## src/rtl/stream_fifo.sv

```systemverilog
// stream_fifo: single-clock first-word-fall-through FIFO with valid/ready
// handshakes on both sides.
// - DEPTH may be any integer >= 2. The read and write pointers wrap
//   explicitly from DEPTH-1 back to 0.
// - size and afull are registered. iready and ovalid are decoded from
//   registered state only.
// - Optional synchronous flush port, enabled by defining STREAM_FIFO_FLUSH_EN.
module stream_fifo #(
  parameter  int WIDTH = 8,
  parameter  int DEPTH = 7,
  parameter  int AFULL = DEPTH - 1,
  localparam int CW    = $clog2(DEPTH + 1)
) (
  input  logic             clock,
  input  logic             resetn,
`ifdef STREAM_FIFO_FLUSH_EN
  input  logic             flush,
`endif
  input  logic [WIDTH-1:0] idata,
  input  logic             ivalid,
  output logic             iready,
  output logic [WIDTH-1:0] odata,
  output logic             ovalid,
  input  logic             oready,
  output logic [CW-1:0]    size,
  output logic             afull
);

  localparam int PW = $clog2(DEPTH);

  logic [WIDTH-1:0] mem_q [DEPTH];
  logic [PW-1:0]    wr_ptr_q, wr_ptr_d;
  logic [PW-1:0]    rd_ptr_q, rd_ptr_d;
  logic [CW-1:0]    size_q, size_d;
  logic             afull_q, afull_d;
  logic             push, pop, clear, wr_en;

  // Pointer increment with an explicit wrap, so non-power-of-two depths work.
  function automatic logic [PW-1:0] next_ptr(input logic [PW-1:0] ptr);
    return (ptr == PW'(DEPTH - 1)) ? '0 : ptr + PW'(1);
  endfunction

`ifdef STREAM_FIFO_FLUSH_EN
  assign clear = flush;
`else
  assign clear = 1'b0;
`endif

  // Handshake flags come only from the registered occupancy.
  assign iready = (size_q != CW'(DEPTH));
  assign ovalid = (size_q != '0);
  assign push   = ivalid && iready;
  assign pop    = ovalid && oready;
  assign wr_en  = push && !clear;
  assign odata  = mem_q[rd_ptr_q];
  assign size   = size_q;
  assign afull  = afull_q;

  // Next-state logic for the pointers, occupancy and almost-full flag.
  always_comb begin
    // NOTE: every output of this block gets a default first, so no path leaves
    // a value unassigned and no latch is inferred.
    wr_ptr_d = wr_ptr_q;
    rd_ptr_d = rd_ptr_q;
    size_d   = size_q;
    if (clear) begin
      wr_ptr_d = '0;
      rd_ptr_d = '0;
      size_d   = '0;
    end else begin
      if (push) wr_ptr_d = next_ptr(wr_ptr_q);
      if (pop)  rd_ptr_d = next_ptr(rd_ptr_q);
      unique case ({push, pop})
        2'b10:   size_d = size_q + CW'(1);
        2'b01:   size_d = size_q - CW'(1);
        default: size_d = size_q;
      endcase
    end
    afull_d = (size_d >= CW'(AFULL));
  end

  // Control state register; reset empties the queue immediately.
  always_ff @(posedge clock or negedge resetn) begin
    // NOTE: sequential state uses non-blocking assignments, so every register
    // samples the pre-edge values of its inputs.
    if (!resetn) begin
      wr_ptr_q <= '0;
      rd_ptr_q <= '0;
      size_q   <= '0;
      afull_q  <= 1'b0;
    end else begin
      wr_ptr_q <= wr_ptr_d;
      rd_ptr_q <= rd_ptr_d;
      size_q   <= size_d;
      afull_q  <= afull_d;
    end
  end

  // Storage array write port.
  always_ff @(posedge clock) begin
    // NOTE: the data array has no reset. Words are only observable once size
    // covers them, so stale contents after reset are harmless.
    if (wr_en) mem_q[wr_ptr_q] <= idata;
  end

endmodule

```

## config.mk

```make
export PLATFORM = sky130hd
export DESIGN_NAME = stream_fifo
export DESIGN_NICKNAME = d
export VERILOG_FILES = /design/src/rtl/stream_fifo.sv
export SDC_FILE = /design/constraint.sdc
export NUM_CORES = 1
export LEC_CHECK = 0
export ABC_AREA = 1
export ABC_CLOCK_PERIOD_IN_PS = 3700
export BUFFER_PORTS_ARGS = -buffer_cell sky130_fd_sc_hd__buf_4
export CORE_ASPECT_RATIO = 0.5
export CORE_MARGIN = 2
export CORE_UTILIZATION = 30
export CTS_CLUSTER_SIZE = 20
export DETAILED_ROUTE_END_ITERATION = 8
export PLACE_DENSITY = 0.42
export SLEW_MARGIN = 30
export SYNTH_ARGS = -nofsm -noshare
export SYNTH_HDL_FRONTEND = slang
export SYNTH_SLANG_ARGS = --single-unit
```

## constraint.sdc

```tcl
create_clock -name clock -period 3.7 [get_ports clock]
set_input_delay 0.74 -clock clock [delete_from_list [all_inputs] [get_ports clock]]
set_output_delay 0.74 -clock clock [all_outputs]
set_load 0.005 [all_outputs]
```

; ---- Word level (Yosys, flattened, before mapping)
; Memories as Yosys holds them, arrays and structs flattened.
; Index checks and enable logic that the tools add are counted.
[totals]
ram_bits = 56
inputBits = 12
output_inout_bits = 14
ff_bits = 10
n_memories = 1
word_cells = 23
[classes]
n_mux = 5
order_cmp = 1
n_eq_ne = 5
n_addsub = 4
reduce_logical = 3
[mem_list]
columns = name, words, word_bits, rd, rd_ports_with_merged_regs, write_ports, line_no
row1 = mem_q, 7, 8, 1, 0, 1, 31  ; logic [WIDTH-1:0] mem_q [DEPTH];
[ops]
columns = cell, n
row1 = $add A3 B1 Y3 const B, 3
row2 = $eq A3 B3 Y1 const B, 2
row3 = $mux W3, 2
row4 = $pmux W3 S2, 1
row5 = $ge A3 B3 Y1 const B, 1
row6 = $ne A3 B3 Y1 const B, 1
row7 = $reduce_bool A3 Y1, 1
row8 = $sub A3 B1 Y3 const B, 1
row9 = $eq A2 B1 Y1 const B, 1
row10 = $eq A2 B2 Y1 const B, 1
row11 = $logic_and A1 B1 Y1, 2
row12 = $mux W1, 2

; ---- Logic depth before layout (Yosys ltp)
; Gate-level depths: netlist of the first run.
[logic_depth]
ltp_word = 5
mapped_depth = 12
mapped_depth_nobuf = 12

; ---- Least setup slack after synthesis of the first run
; OpenSTA, ideal clock, no wires.
[synth_timing]
path_kind = input port to flip-flop
startpoint = in oready
endpoint = reg afull_q (netlist: afull)
setup_time_ns = 0.129
path_stages = 8
n_path_buf = 0
required_ns = 3.571
t_arrival_ns = 1.762
path_slack_ns = 1.809
cell_sequence = nand2_1 > inv_1 > ha_1 > inv_1 > fa_1 > nand2_1 > o21ai_0 > a21oi_1
[synth_via]
elab_chain_len = 4
elab_cells_between_ends = 5
classes_between = order compare: 1 / eq/ne: 2 / mux: 1 / reduce/logical: 1
[synth_rtl]
columns = element, line_no
row1 = start: declaration, 24  ; input logic oready,
row2 = $logic_and A1 B1 Y1 *, 53  ; assign pop = ovalid && oready;
row3 = via pop, 36  ; logic push, pop, clear, wr_en;
row4 = $eq A2 B1 Y1 / $eq A2 B2 Y1 (equally long branches), 73  ; unique case ({push, pop})
row5 = $pmux W3 S2 *, 73
row6 = $ge A3 B3 Y1 *, 79  ; afull_d = (size_d >= CW'(AFULL));
row7 = via afull_d, 35  ; logic afull_q, afull_d;
row8 = end signal: assignment, 95  ; afull_q <= afull_d;
row9 = end: declaration, 35
; Mark *: on every way through the listed nets, which the timed path passes. The rest lies on a longest branch.
; A chain may end at the register's enable or synchronous reset.

; ---- Worst setup path in the final report of the first run
[layout_timing]
startpoint = reg rd_ptr_q[0]
endpoint = out odata[3]
[layout_via]
elab_chain_len = 1
[layout_rtl]
columns = element, line_no
row1 = start: declaration, 33  ; logic [PW-1:0] rd_ptr_q, rd_ptr_d;
row2 = start signal: assignment, 93  ; rd_ptr_q <= rd_ptr_d;
row3 = $mem_v2 Z7 W8, -
row4 = end: declaration, 22  ; output logic [WIDTH-1:0] odata,
; Every way passes these cells.

==> implementation parameters, run 1 <==
Parameter                              Value

Status
  Result of the run ... complete, no violations

Clock tree
  Buffers inserted by post-CTS timing repair ... 0
  Root buffer cell ... sky130_fd_sc_hd__clkbuf_16
  Maximum level of the CTS H-tree ... 3
  Longest Clk Path Bufs ... 2
  Number of sinks handled by clock tree synthesis ... 66
  CTS tree ... yes
  Num CTS Buffers ... 9
  Cts hold-fix bufs ... 0
  Resize count post-CTS ... 0
  Clock-pin slew of the registers on the worst-case setup and hold paths ... 0.05 ns
  Clk_lat worst skew ... 0.33 ns

Detailed routing
  Number of iterations in the first detailed-routing pass ... 4
  Number of vias in the routed layout ... 1842
  Average routed wire per standard cell ... 16.4 um
  Via count normalized by instance count ... 4.56
  DR iter-0 viols ... 156
  Routed wire length ... 6620 um
  Drt drc ... 0
  Post-route ant nets ... 0

Final layout
  Layout overhead on the synthesized area ... 21.7%
  Number of diodes added for antenna fixing ... 0
  Final design utilization ... 38.4%
  Layout Nets ... 296
  Layout cells sized above 1 ... 18.1%

STA
  Worst slew margin relative to its limit ... 34.2%
  Maximum frequency from static timing analysis ... 394 MHz
  Worst Max-Slew Pin Slew ... 0.984 ns
  RSZ-0062 raised after global routing ... no
  Min Hold Slack ... 0.237 ns
  Fin crit share ... 68.6%
  Hold Violations, Final ... 0
  Minimum clock period ... 2.54 ns
  Final setup violating endpoints ... 0
  Max Transition Viols Final ... 0
  Summed negative setup slack over all endpoints ... 0 ns
  Worst clock skew on the final layout ... 0.00419 ns

Setup path
  Req. time, crit path ... 2.96 ns
  Critical Path End Type ... output pin
  Maximum net fanout on the critical path ... 18
  Crit path launch type ... flop
  Worst EP arrival ... 1.80 ns
  Kind of critical path ... flop to output pin

Logic synthesis
  Net count after synthesis ... 264
  Flop and latch count out of synthesis ... 66
  Fraction of the yosys area taken by sequential cells ... 68.8%
  Yosys top cell area share ... 59.9%
  Mapped cell area ... 0.00281 mm2
  Synthesis Warnings ... 0
  Synthesized instance count ... 250
  Synthesized area per cell ... 11.2 um2
  Cell types with the largest area share after synthesis ... sky130_fd_sc_hd__edfxtp_1, sky130_fd_sc_hd__nand2_1, sky130_fd_sc_hd__dfrtp_1, sky130_fd_sc_hd__nand3_1, sky130_fd_sc_hd__inv_1
  Post-synth top area cell ... sky130_fd_sc_hd__edfxtp_1
  Distinct cell type count of the synthesized netlist ... 22

Place
  Routability-driven placement congestion ratio ... 0.723
  Detailed Place HPWL ... 4250 um
  Quantity of I/O buffers inserted on ports ... 25

Power
  Worst vdd ir ... 0.414 mV
  Power Total ... 2.88 mW
  Total power density per cell area ... 843 mW/mm2
  Leak ... 1.41 nW

GRT
  Total track usage ... 14.4%
  Initial antenna violation count ... 0
  First-pass GRT wire length ... 10600 um
  Residual overflow from global routing ... 0
  Number of global-route vias before repair ... 1929
  Pin count of the biggest net entering global routing ... 28

Die
  Total Die Area ... 0.0102 mm2
  Effective utilization at floorplan ... 31.6%
  Floorplan Core Area ... 0.00889 mm2
  Height of the die ... 72.4 um
  Num ports ... 26
  Chip width ... 141 um
  Count of standard-cell rows ... 24

Flow run
  Number of max-cap violations ... 0

Hold path
  Type of the most critical hold path ... primary input to asynchronous set/reset pin
## power by group
part	internal (mW)	switching (mW)
clock	0.588	0.316
combinational	0.346	0.589
sequential	0.957	0.0846
## metrics by stage
step | setup WS (ns) | cell area (um2) | instances
floorplan | 1.81 | 2810 | 250
global placement | 1.39 | 3090 | 388
detailed placement | 1.33 | 3090 | 388
CTS | 1.14 | 3410 | 404
global route | 0.965 | 3420 | 404
finish | 1.16 | 3420 | 404
## cell families (layout without fill, tap and decap cells)
group,after synthesis,count (layout),synth area share (%)
flip-flops,66,66,68.8
XOR/XNOR,1,1,0.312
AO/OA/AOI/OAI,19,19,4.10
buffers and inverters,38,75,6.64
AND/OR/NAND/NOR,124,124,18.9
adder cells (fa/ha/maj),2,2,1.16
## flip-flops by register name, indices dropped and copies added (netlist names)
name      flops
size          3
rd_ptr_q      3
afull         1
wr_ptr_q      3
mem_q        56
## layer usage
metal | GRT usage (%) | up-vias | part of all wire [%] | wire length (um)
li1 | - | 903 | - | -
met1 | 18.6 | 887 | 49 | 3250
met2 | 22.5 | 45 | 45 | 2970
met3 | 5.74 | 7 | 5.2 | 347
met4 | 4.33 | 0 | 0.79 | 52
met5 | 0 | - | 0 | 0
## worst paths after layout
check,from,slack (ns),endpoint,cells after the start
min,resetn,0.24,rd_ptr_q[0],1
max,rd_ptr_q[0],1.16,odata[3],7
min reg2reg,size[0],0.54,size[0],1
min in group clock,size[0],0.54,size[0],1
max reg2reg,size[2],1.60,mem_q[0][1],5
max in group asynchronous,resetn,3.31,rd_ptr_q[2],1
## area by class of cell
class	instances	area [um2]
Tap cell	117	146
Inverter	32	123
Timing Repair Buffer	27	203
Multi-Input combinational cell	146	693
Clock inverter	7	93.8
Fill cell	881	5470
Sequential cell	66	1930
Clock buffer	9	225
## synth_stat cells
master	n
sky130_fd_sc_hd__fa_1	1
sky130_fd_sc_hd__nand4_1	1
sky130_fd_sc_hd__nand2_2	3
sky130_fd_sc_hd__a21oi_1	1
sky130_fd_sc_hd__buf_12	1
sky130_fd_sc_hd__o21ai_0	9
sky130_fd_sc_hd__nor2_1	7
sky130_fd_sc_hd__o21ai_1	1
sky130_fd_sc_hd__inv_1	28
sky130_fd_sc_hd__nand2_1	80
sky130_fd_sc_hd__buf_2	2
sky130_fd_sc_hd__inv_2	2
sky130_fd_sc_hd__o211ai_1	8
sky130_fd_sc_hd__dfrtp_1	10
sky130_fd_sc_hd__xnor2_1	1
sky130_fd_sc_hd__nand3_1	32
sky130_fd_sc_hd__buf_6	3
sky130_fd_sc_hd__nor2_8	1
sky130_fd_sc_hd__clkinv_1	1
sky130_fd_sc_hd__inv_4	1
sky130_fd_sc_hd__edfxtp_1	56
sky130_fd_sc_hd__ha_1	1
## layout by cell type (no fill, tap or decap)
cell type                    Yosys  final
sky130_fd_sc_hd__nand2_1        80     80
sky130_fd_sc_hd__edfxtp_1       56     56
sky130_fd_sc_hd__nand3_1        32     32
sky130_fd_sc_hd__inv_1          28     28
sky130_fd_sc_hd__buf_4           0     27
sky130_fd_sc_hd__dfrtp_1        10     10
sky130_fd_sc_hd__o21ai_0         9      9
sky130_fd_sc_hd__clkbuf_16       0      9
sky130_fd_sc_hd__o211ai_1        8      8
sky130_fd_sc_hd__nor2_1          7      5
sky130_fd_sc_hd__nand2_2         3      3
sky130_fd_sc_hd__inv_2           2      2
sky130_fd_sc_hd__nor2_2          0      2
sky130_fd_sc_hd__bufinv_16       0      2
sky130_fd_sc_hd__clkinvlp_4      0      2
sky130_fd_sc_hd__clkinv_2        0      2
sky130_fd_sc_hd__nor2_8          1      1
sky130_fd_sc_hd__inv_4           1      1
sky130_fd_sc_hd__clkinv_1        1      1
sky130_fd_sc_hd__xnor2_1         1      1
sky130_fd_sc_hd__nand4_1         1      1
sky130_fd_sc_hd__a21oi_1         1      1
sky130_fd_sc_hd__o21ai_1         1      1
sky130_fd_sc_hd__fa_1            1      1
sky130_fd_sc_hd__ha_1            1      1
sky130_fd_sc_hd__clkinv_4        0      1
## critical path, cell delays in order (launching register included)
cell	delay, ns
sky130_fd_sc_hd__dfrtp_1	0.54
sky130_fd_sc_hd__inv_2	0.37
sky130_fd_sc_hd__nand2_1	0.09
sky130_fd_sc_hd__nand3_1	0.08
sky130_fd_sc_hd__nand3_1	0.08
sky130_fd_sc_hd__nand2_1	0.07
sky130_fd_sc_hd__nand2_1	0.10
sky130_fd_sc_hd__buf_4	0.15
No activity file was read; power rests on OpenSTA's default activity.
==> run 2: changes to the inputs <==
- ABC_CLOCK_PERIOD_IN_PS: 3700 -> 2200
- PLACE_DENSITY: 0.42 -> 0.44
- clock period: 3.7 -> 2.2 ns (I/O delays scaled with it)
==> run 2 against run 1 <==
  * Flip-flop and latch count is the same
  * Via count increased by 1.2%
  * Cell count up 2.7%
  * Combinational power up 84%
  * Register-to-register slack got worse by 1.4 ns
==> implementation parameters, run 2 (synthesis results as in run 1) <==
Parameter                              Value

Place
  Detailed Place HPWL ... 4180 um
  Placed inst area ... 0.00317 mm2
  Quantity of I/O buffers inserted on ports ... 25
  Routability-driven placement congestion ratio ... 0.773
  Placed Instances ... 397

Final layout
  Layout cells sized above 1 ... 19.8%
  Layout overhead on the synthesized area ... 25.1%
  Total of fill cells in the finished design ... 884
  Most common cell after layout, fill and taps aside ... sky130_fd_sc_hd__nand2_1
  Most flop-heavy register ... mem_q
  Layout Nets ... 307
  Flip-flop count of the largest register, all copies and words added ... 56
  Number of diodes added for antenna fixing ... 0
  Design area ... 0.00351 mm2
  Top library cells by usage in the layout, fill and taps aside ... sky130_fd_sc_hd__nand2_1, sky130_fd_sc_hd__edfxtp_1, sky130_fd_sc_hd__buf_4
  Non-filler instance count after layout ... 415

Setup path
  Maximum net fanout on the critical path ... 18
  Cell chain of the critical path ... inv_2 -> nand2_1 -> nand3_1 -> nand3_1 -> nand2_1 -> nand2_1 -> buf_4
  Req. time, crit path ... 1.76 ns
  Critical Path End Type ... output pin
  Count of cells along the worst register-to-register path ... 10
  Crit path launch type ... flop
  Kind of critical path ... flop to output pin
  Worst Path Buf+Inv ... 2
  Largest delay share family, worst path ... buffers and inverters
  Cell occurring most often along the worst timing path ... sky130_fd_sc_hd__nand2_1
  Worst reg2reg startpoint ... size[0]
  Beginning of the critical path ... rd_ptr_q[0]
  Slowest-stage cell, CP ... sky130_fd_sc_hd__dfrtp_1
  Crit. path cell count ... 7
  Worst EP arrival ... 1.62 ns
  Maximum cell stage delay along the critical path ... 0.40 ns

Clock tree
  Num CTS Buffers ... 9
  Clock-pin slew of the registers on the worst-case setup and hold paths ... 0.06 ns
  Longest Clk Path Bufs ... 2
  Clk_lat worst skew ... 0.33 ns
  Maximum level of the CTS H-tree ... 3
  CTS tree ... yes
  Number of sinks handled by clock tree synthesis ... 66
  Root buffer cell ... sky130_fd_sc_hd__clkbuf_16

Detailed routing
  Via count normalized by instance count ... 4.49
  Routed wire length ... 6400 um
  Number of iterations in the first detailed-routing pass ... 4
  Post-route ant nets ... 0
  Average routed wire per standard cell ... 15.4 um
  DR iter-0 viols ... 118
  Drt drc ... 0
  Number of vias in the routed layout ... 1865

STA
  Worst Max-Slew Pin Slew ... 0.414 ns
  Minimum clock period ... 2.06 ns
  Final setup violating endpoints ... 0
  Max Transition Viols Final ... 0
  Maximum frequency from static timing analysis ... 486 MHz
  Worst slew margin relative to its limit ... 72.3%
  Fin crit share ... 93.6%
  RSZ-0062 raised after global routing ... no
  Worst clock skew on the final layout ... 0.00394 ns
  Summed negative setup slack over all endpoints ... 0 ns
  Hold Violations, Final ... 0

GRT
  Total track usage ... 14.1%
  Residual overflow from global routing ... 0
  Initial antenna violation count ... 0
  First-pass GRT wire length ... 10200 um
  Number of global-route vias before repair ... 1916
  Pin count of the biggest net entering global routing ... 19

Power
  Combinational group share of total power ... 34.8%
  Power Total ... 4.93 mW
  Leak ... 1.47 nW
  Worst vdd ir ... 0.525 mV
  Total power density per cell area ... 1410 mW/mm2
  Psw ... 1.67 mW
  Proportion of power drawn by flip-flops and latches ... 34.7%
  Switching share of power ... 33.8%
  Internal power ... 3.27 mW
  Share of power burned in the clock network ... 30.5%

Die
  Floorplan Core Area ... 0.00889 mm2
  Total Die Area ... 0.0102 mm2
  Count of standard-cell rows ... 24
  Height of the die ... 72.4 um
  Chip width ... 141 um
  Effective utilization at floorplan ... 31.6%
  Num ports ... 26

Hold path
  Worst hold path startpoint ... idata[2]
  Type of the most critical hold path ... primary input to flop
  Hold Path Depth ... 1

Flow run
  Number of max-cap violations ... 0

Status
  Result of the run ... complete, no violations
[run 2: cell count changes in the layout (fill, tap and decap cells not counted)]
cell,delta
sky130_fd_sc_hd__clkinvlp_4,-1
sky130_fd_sc_hd__nor2_1,+2
sky130_fd_sc_hd__buf_4,+9
sky130_fd_sc_hd__clkinv_1,+1
sky130_fd_sc_hd__dlygate4sd3_1,+1
sky130_fd_sc_hd__clkinv_4,+1
sky130_fd_sc_hd__buf_12,+1
sky130_fd_sc_hd__inv_4,+1
sky130_fd_sc_hd__inv_2,-1
sky130_fd_sc_hd__nor2_2,-2
sky130_fd_sc_hd__clkinv_2,-1
[run 2: routing by layer]
layer | vias up | global-route usage, % | wire length [um]
li1 | 930 | - | -
met1 | 896 | 18.2 | 3200
met2 | 32 | 21.7 | 2880
met3 | 7 | 6.27 | 243
met4 | 0 | 4.22 | 74
met5 | - | 0 | 0
[run 2: worst paths after layout]
check | endpoint | slack (ns)
worst max-delay path | odata[1] | 0.14
worst min-delay path | mem_q[1][2] | 0.33
worst max register to register | afull | 0.20
worst min register to register | size[0] | 0.55
max in group asynchronous | wr_ptr_q[0] | 1.57
min in group asynchronous | rd_ptr_q[0] | 0.48
[run 2: per-stage QoR]
stage	setup WS, ns	hold slack [ns]	util [%]
after CTS	0.0526	0.320	39.4
after global routing	0.0116	0.327	39.5
after detailed placement	0.212	0.288	35.7
after global placement	0.349	0.287	35.7
after floorplan	0.419	0.144	-
final	0.142	0.335	39.5
[run 2: power groups by stage]
stage	Combinational (mW)	Sequential, mW	Clock (mW)
2_1_floorplan	1.04	1.72	0
3_3_place_gp	1.71	1.72	0
3_5_place_dp	1.72	1.74	0
4_1_cts	1.74	1.71	1.54
5_1_grt	1.96	1.73	1.60
6_report	1.72	1.71	1.50
[run 2: timing repair]
action,in CTS,in global routing
setup buffers,0,1
endpoints found under the hold margin,10,0
resized for setup,0,2
hold buffers,1,0
setup endpoints to repair,0,5
[run 2: layout make-up]
class                   count  area (um2)  area share [%]
flip-flops and latches     66        1930            55.0
multi-input cells         146         688            19.6
repair buffers             38         300            8.55
clock buffers               9         225            6.41
well taps                 117         146            4.17
inverters                  32         125            3.56
clock inverters             7        93.8            2.67
[run 2: worst register-to-register path: stages, from the launching register on]
cell and delay [ns]:
sky130_fd_sc_hd__dfrtp_1 0.42, sky130_fd_sc_hd__inv_1 0.12, sky130_fd_sc_hd__nand3_1 0.11, sky130_fd_sc_hd__nand2_1 0.14, sky130_fd_sc_hd__inv_1 0.10, sky130_fd_sc_hd__ha_1 0.20
sky130_fd_sc_hd__inv_1 0.09, sky130_fd_sc_hd__fa_1 0.42, sky130_fd_sc_hd__nand2_1 0.08, sky130_fd_sc_hd__o21ai_0 0.11, sky130_fd_sc_hd__a21oi_1 0.14
==> run 3: changes to the inputs <==
- ABC_CLOCK_PERIOD_IN_PS: 2200 -> 2300
- PLACE_DENSITY: 0.44 -> 0.42
- SETUP_SLACK_MARGIN: unset -> 0.15
- clock period: 2.2 -> 2.3 ns (I/O delays scaled with it)
==> run 3 against run 2 <==
  * First-iteration DRC count is 7.6% higher
  * Global-route usage is 0.23 points lower
  * Count of clock-buffer cells in the layout is 1 higher
  * Utilization is 1.3 points higher
  * Cell count is 1.9% higher
  * Critical endpoint is now odata[0]
  * Largest power group unchanged
==> implementation parameters, run 3 (synthesis results as in run 1) <==
Parameter                              Value

Place
  Placed inst area ... 0.00316 mm2
  Placed Instances ... 396
  Quantity of I/O buffers inserted on ports ... 25
  Worst setup timing slack at the placement stage ... 0.380 ns
  Detailed Place HPWL ... 4150 um
  Routability-driven placement congestion ratio ... 0.802

Detailed routing
  Number of vias in the routed layout ... 1899
  Drt drc ... 0
  Average routed wire per standard cell ... 15.3 um
  Post-route ant nets ... 0
  Number of iterations in the first detailed-routing pass ... 4
  DR iter-0 viols ... 127
  Via count normalized by instance count ... 4.49
  Routed wire length ... 6480 um

Setup path
  Req. time, crit path ... 1.84 ns
  Maximum cell stage delay along the critical path ... 0.45 ns
  Maximum net fanout on the critical path ... 17
  Worst Path Buf+Inv ... 3
  Cell chain of the critical path ... buf_8 -> nor2_8 -> buf_6 -> nand2_2 -> nand3_2 -> nand2_1 -> nand2_1 -> buf_6
  Kind of critical path ... flop to output pin
  Critical Path End Type ... output pin
  Largest delay share family, worst path ... flip-flops
  Crit path launch type ... flop
  Slowest-stage cell, CP ... sky130_fd_sc_hd__dfrtp_2
  Worst EP arrival ... 1.60 ns

Status
  Result of the run ... complete, no violations

Final layout
  Number of diodes added for antenna fixing ... 0
  Top library cells by usage in the layout, fill and taps aside ... sky130_fd_sc_hd__nand2_1, sky130_fd_sc_hd__edfxtp_1, sky130_fd_sc_hd__buf_4
  Most flop-heavy register ... mem_q
  Layout Nets ... 315
  Layout cells sized above 1 ... 24.2%
  Most common cell after layout, fill and taps aside ... sky130_fd_sc_hd__nand2_1
  Design area ... 0.00362 mm2
  Final design utilization ... 40.8%
  Non-filler instance count after layout ... 423
  Flip-flop count of the largest register, all copies and words added ... 56
  Layout overhead on the synthesized area ... 29.1%

STA
  Worst slew margin relative to its limit ... 76.0%
  Fin crit share ... 89.8%
  Worst clock skew on the final layout ... 0.00742 ns
  Max Transition Viols Final ... 0
  Summed negative setup slack over all endpoints ... 0 ns
  Final setup violating endpoints ... 0
  Minimum clock period ... 2.06 ns
  RSZ-0062 raised after global routing ... yes
  Hold Violations, Final ... 0
  Min Hold Slack ... 0.354 ns
  Worst Max-Slew Pin Slew ... 0.357 ns
  Minimum setup slack in the final design ... 0.235 ns
  Maximum frequency from static timing analysis ... 484 MHz

Clock tree
  Clock-pin slew of the registers on the worst-case setup and hold paths ... 0.05 ns
  Maximum level of the CTS H-tree ... 3
  Root buffer cell ... sky130_fd_sc_hd__clkbuf_16
  Num CTS Buffers ... 9
  Clk_lat worst skew ... 0.33 ns
  Number of sinks handled by clock tree synthesis ... 66
  CTS tree ... yes
  Longest Clk Path Bufs ... 2

Hold path
  Type of the most critical hold path ... primary input to flop

GRT
  Number of global-route vias before repair ... 1873
  First-pass GRT wire length ... 10000 um
  Total track usage ... 13.9%
  Residual overflow from global routing ... 0
  Pin count of the biggest net entering global routing ... 19
  Initial antenna violation count ... 0

Flow run
  Number of max-cap violations ... 0

Power
  Leak ... 1.53 nW
  Worst vdd ir ... 0.536 mV
  Total power density per cell area ... 1350 mW/mm2
  Power Total ... 4.90 mW

Die
  Num ports ... 26
  Total Die Area ... 0.0102 mm2
  Effective utilization at floorplan ... 31.6%
  Floorplan Core Area ... 0.00889 mm2
  Height of the die ... 72.4 um
  Count of standard-cell rows ... 24
  Chip width ... 141 um
==> run 3: cell count changes in the layout (fill, tap and decap cells not counted), sizes merged <==
cell    previous run  this run
clkbuf             9        11
buf               37        44
inv               31        30
==> run 3: where the power goes <==
part           internal (mW)  switching (mW)
logic                  0.783            1.04
clock network          0.940           0.489
registers               1.54           0.108
total                   3.26            1.64
==> run 3: layout make-up <==
type                       instances  area, um2
sequential                        66       1930
timing repair buffer              46        389
multi-input combinational        146        713
fill                             880       5270
inverter                          32        130
clock inverter                     6       81.3
clock buffer                      10        229
tap                              117        146
==> run 3: timing repair <==
item / 4_1_cts / 5_1_grt
pin swaps: 1 / 4
setup endpoints to repair: 5 / 8
setup buffers: 1 / 9
hold buffers: 1 / 0
hold endpoints to repair: 10 / 0
gates resized for setup: 1 / 18
==> run 3: worst register-to-register path, stage by stage, from the launching register on <==
cell and delay [ns]:
sky130_fd_sc_hd__dfrtp_1 0.41, sky130_fd_sc_hd__inv_1 0.11, sky130_fd_sc_hd__nand3_1 0.12, sky130_fd_sc_hd__nand2_1 0.13, sky130_fd_sc_hd__inv_1 0.09, sky130_fd_sc_hd__ha_1 0.20
sky130_fd_sc_hd__inv_1 0.09, sky130_fd_sc_hd__fa_1 0.42, sky130_fd_sc_hd__nand2_1 0.07, sky130_fd_sc_hd__o21ai_0 0.11, sky130_fd_sc_hd__a21oi_1 0.13
==> run 3: path summary, 6_finish.rpt <==
path	end	start	slack, ns	depth (start not counted)
max	odata[0]	rd_ptr_q[0]	0.24	8
min reg2reg	size[0]	size[0]	0.53	1
min in group asynchronous	size[2]	resetn	0.50	2
min	mem_q[4][1]	idata[1]	0.35	1
max in group asynchronous	rd_ptr_q[0]	resetn	1.64	2
max reg2reg	afull	size[1]	0.35	10
==> run 3: metal layers <==
metal	vias to the layer above	global-route usage [%]	part of all wire (%)
met4	0	5.67	1.7
met5	-	0	0
met1	912	17.4	48
met2	33	21.9	46
li1	944	-	-
met3	10	5.41	4.6
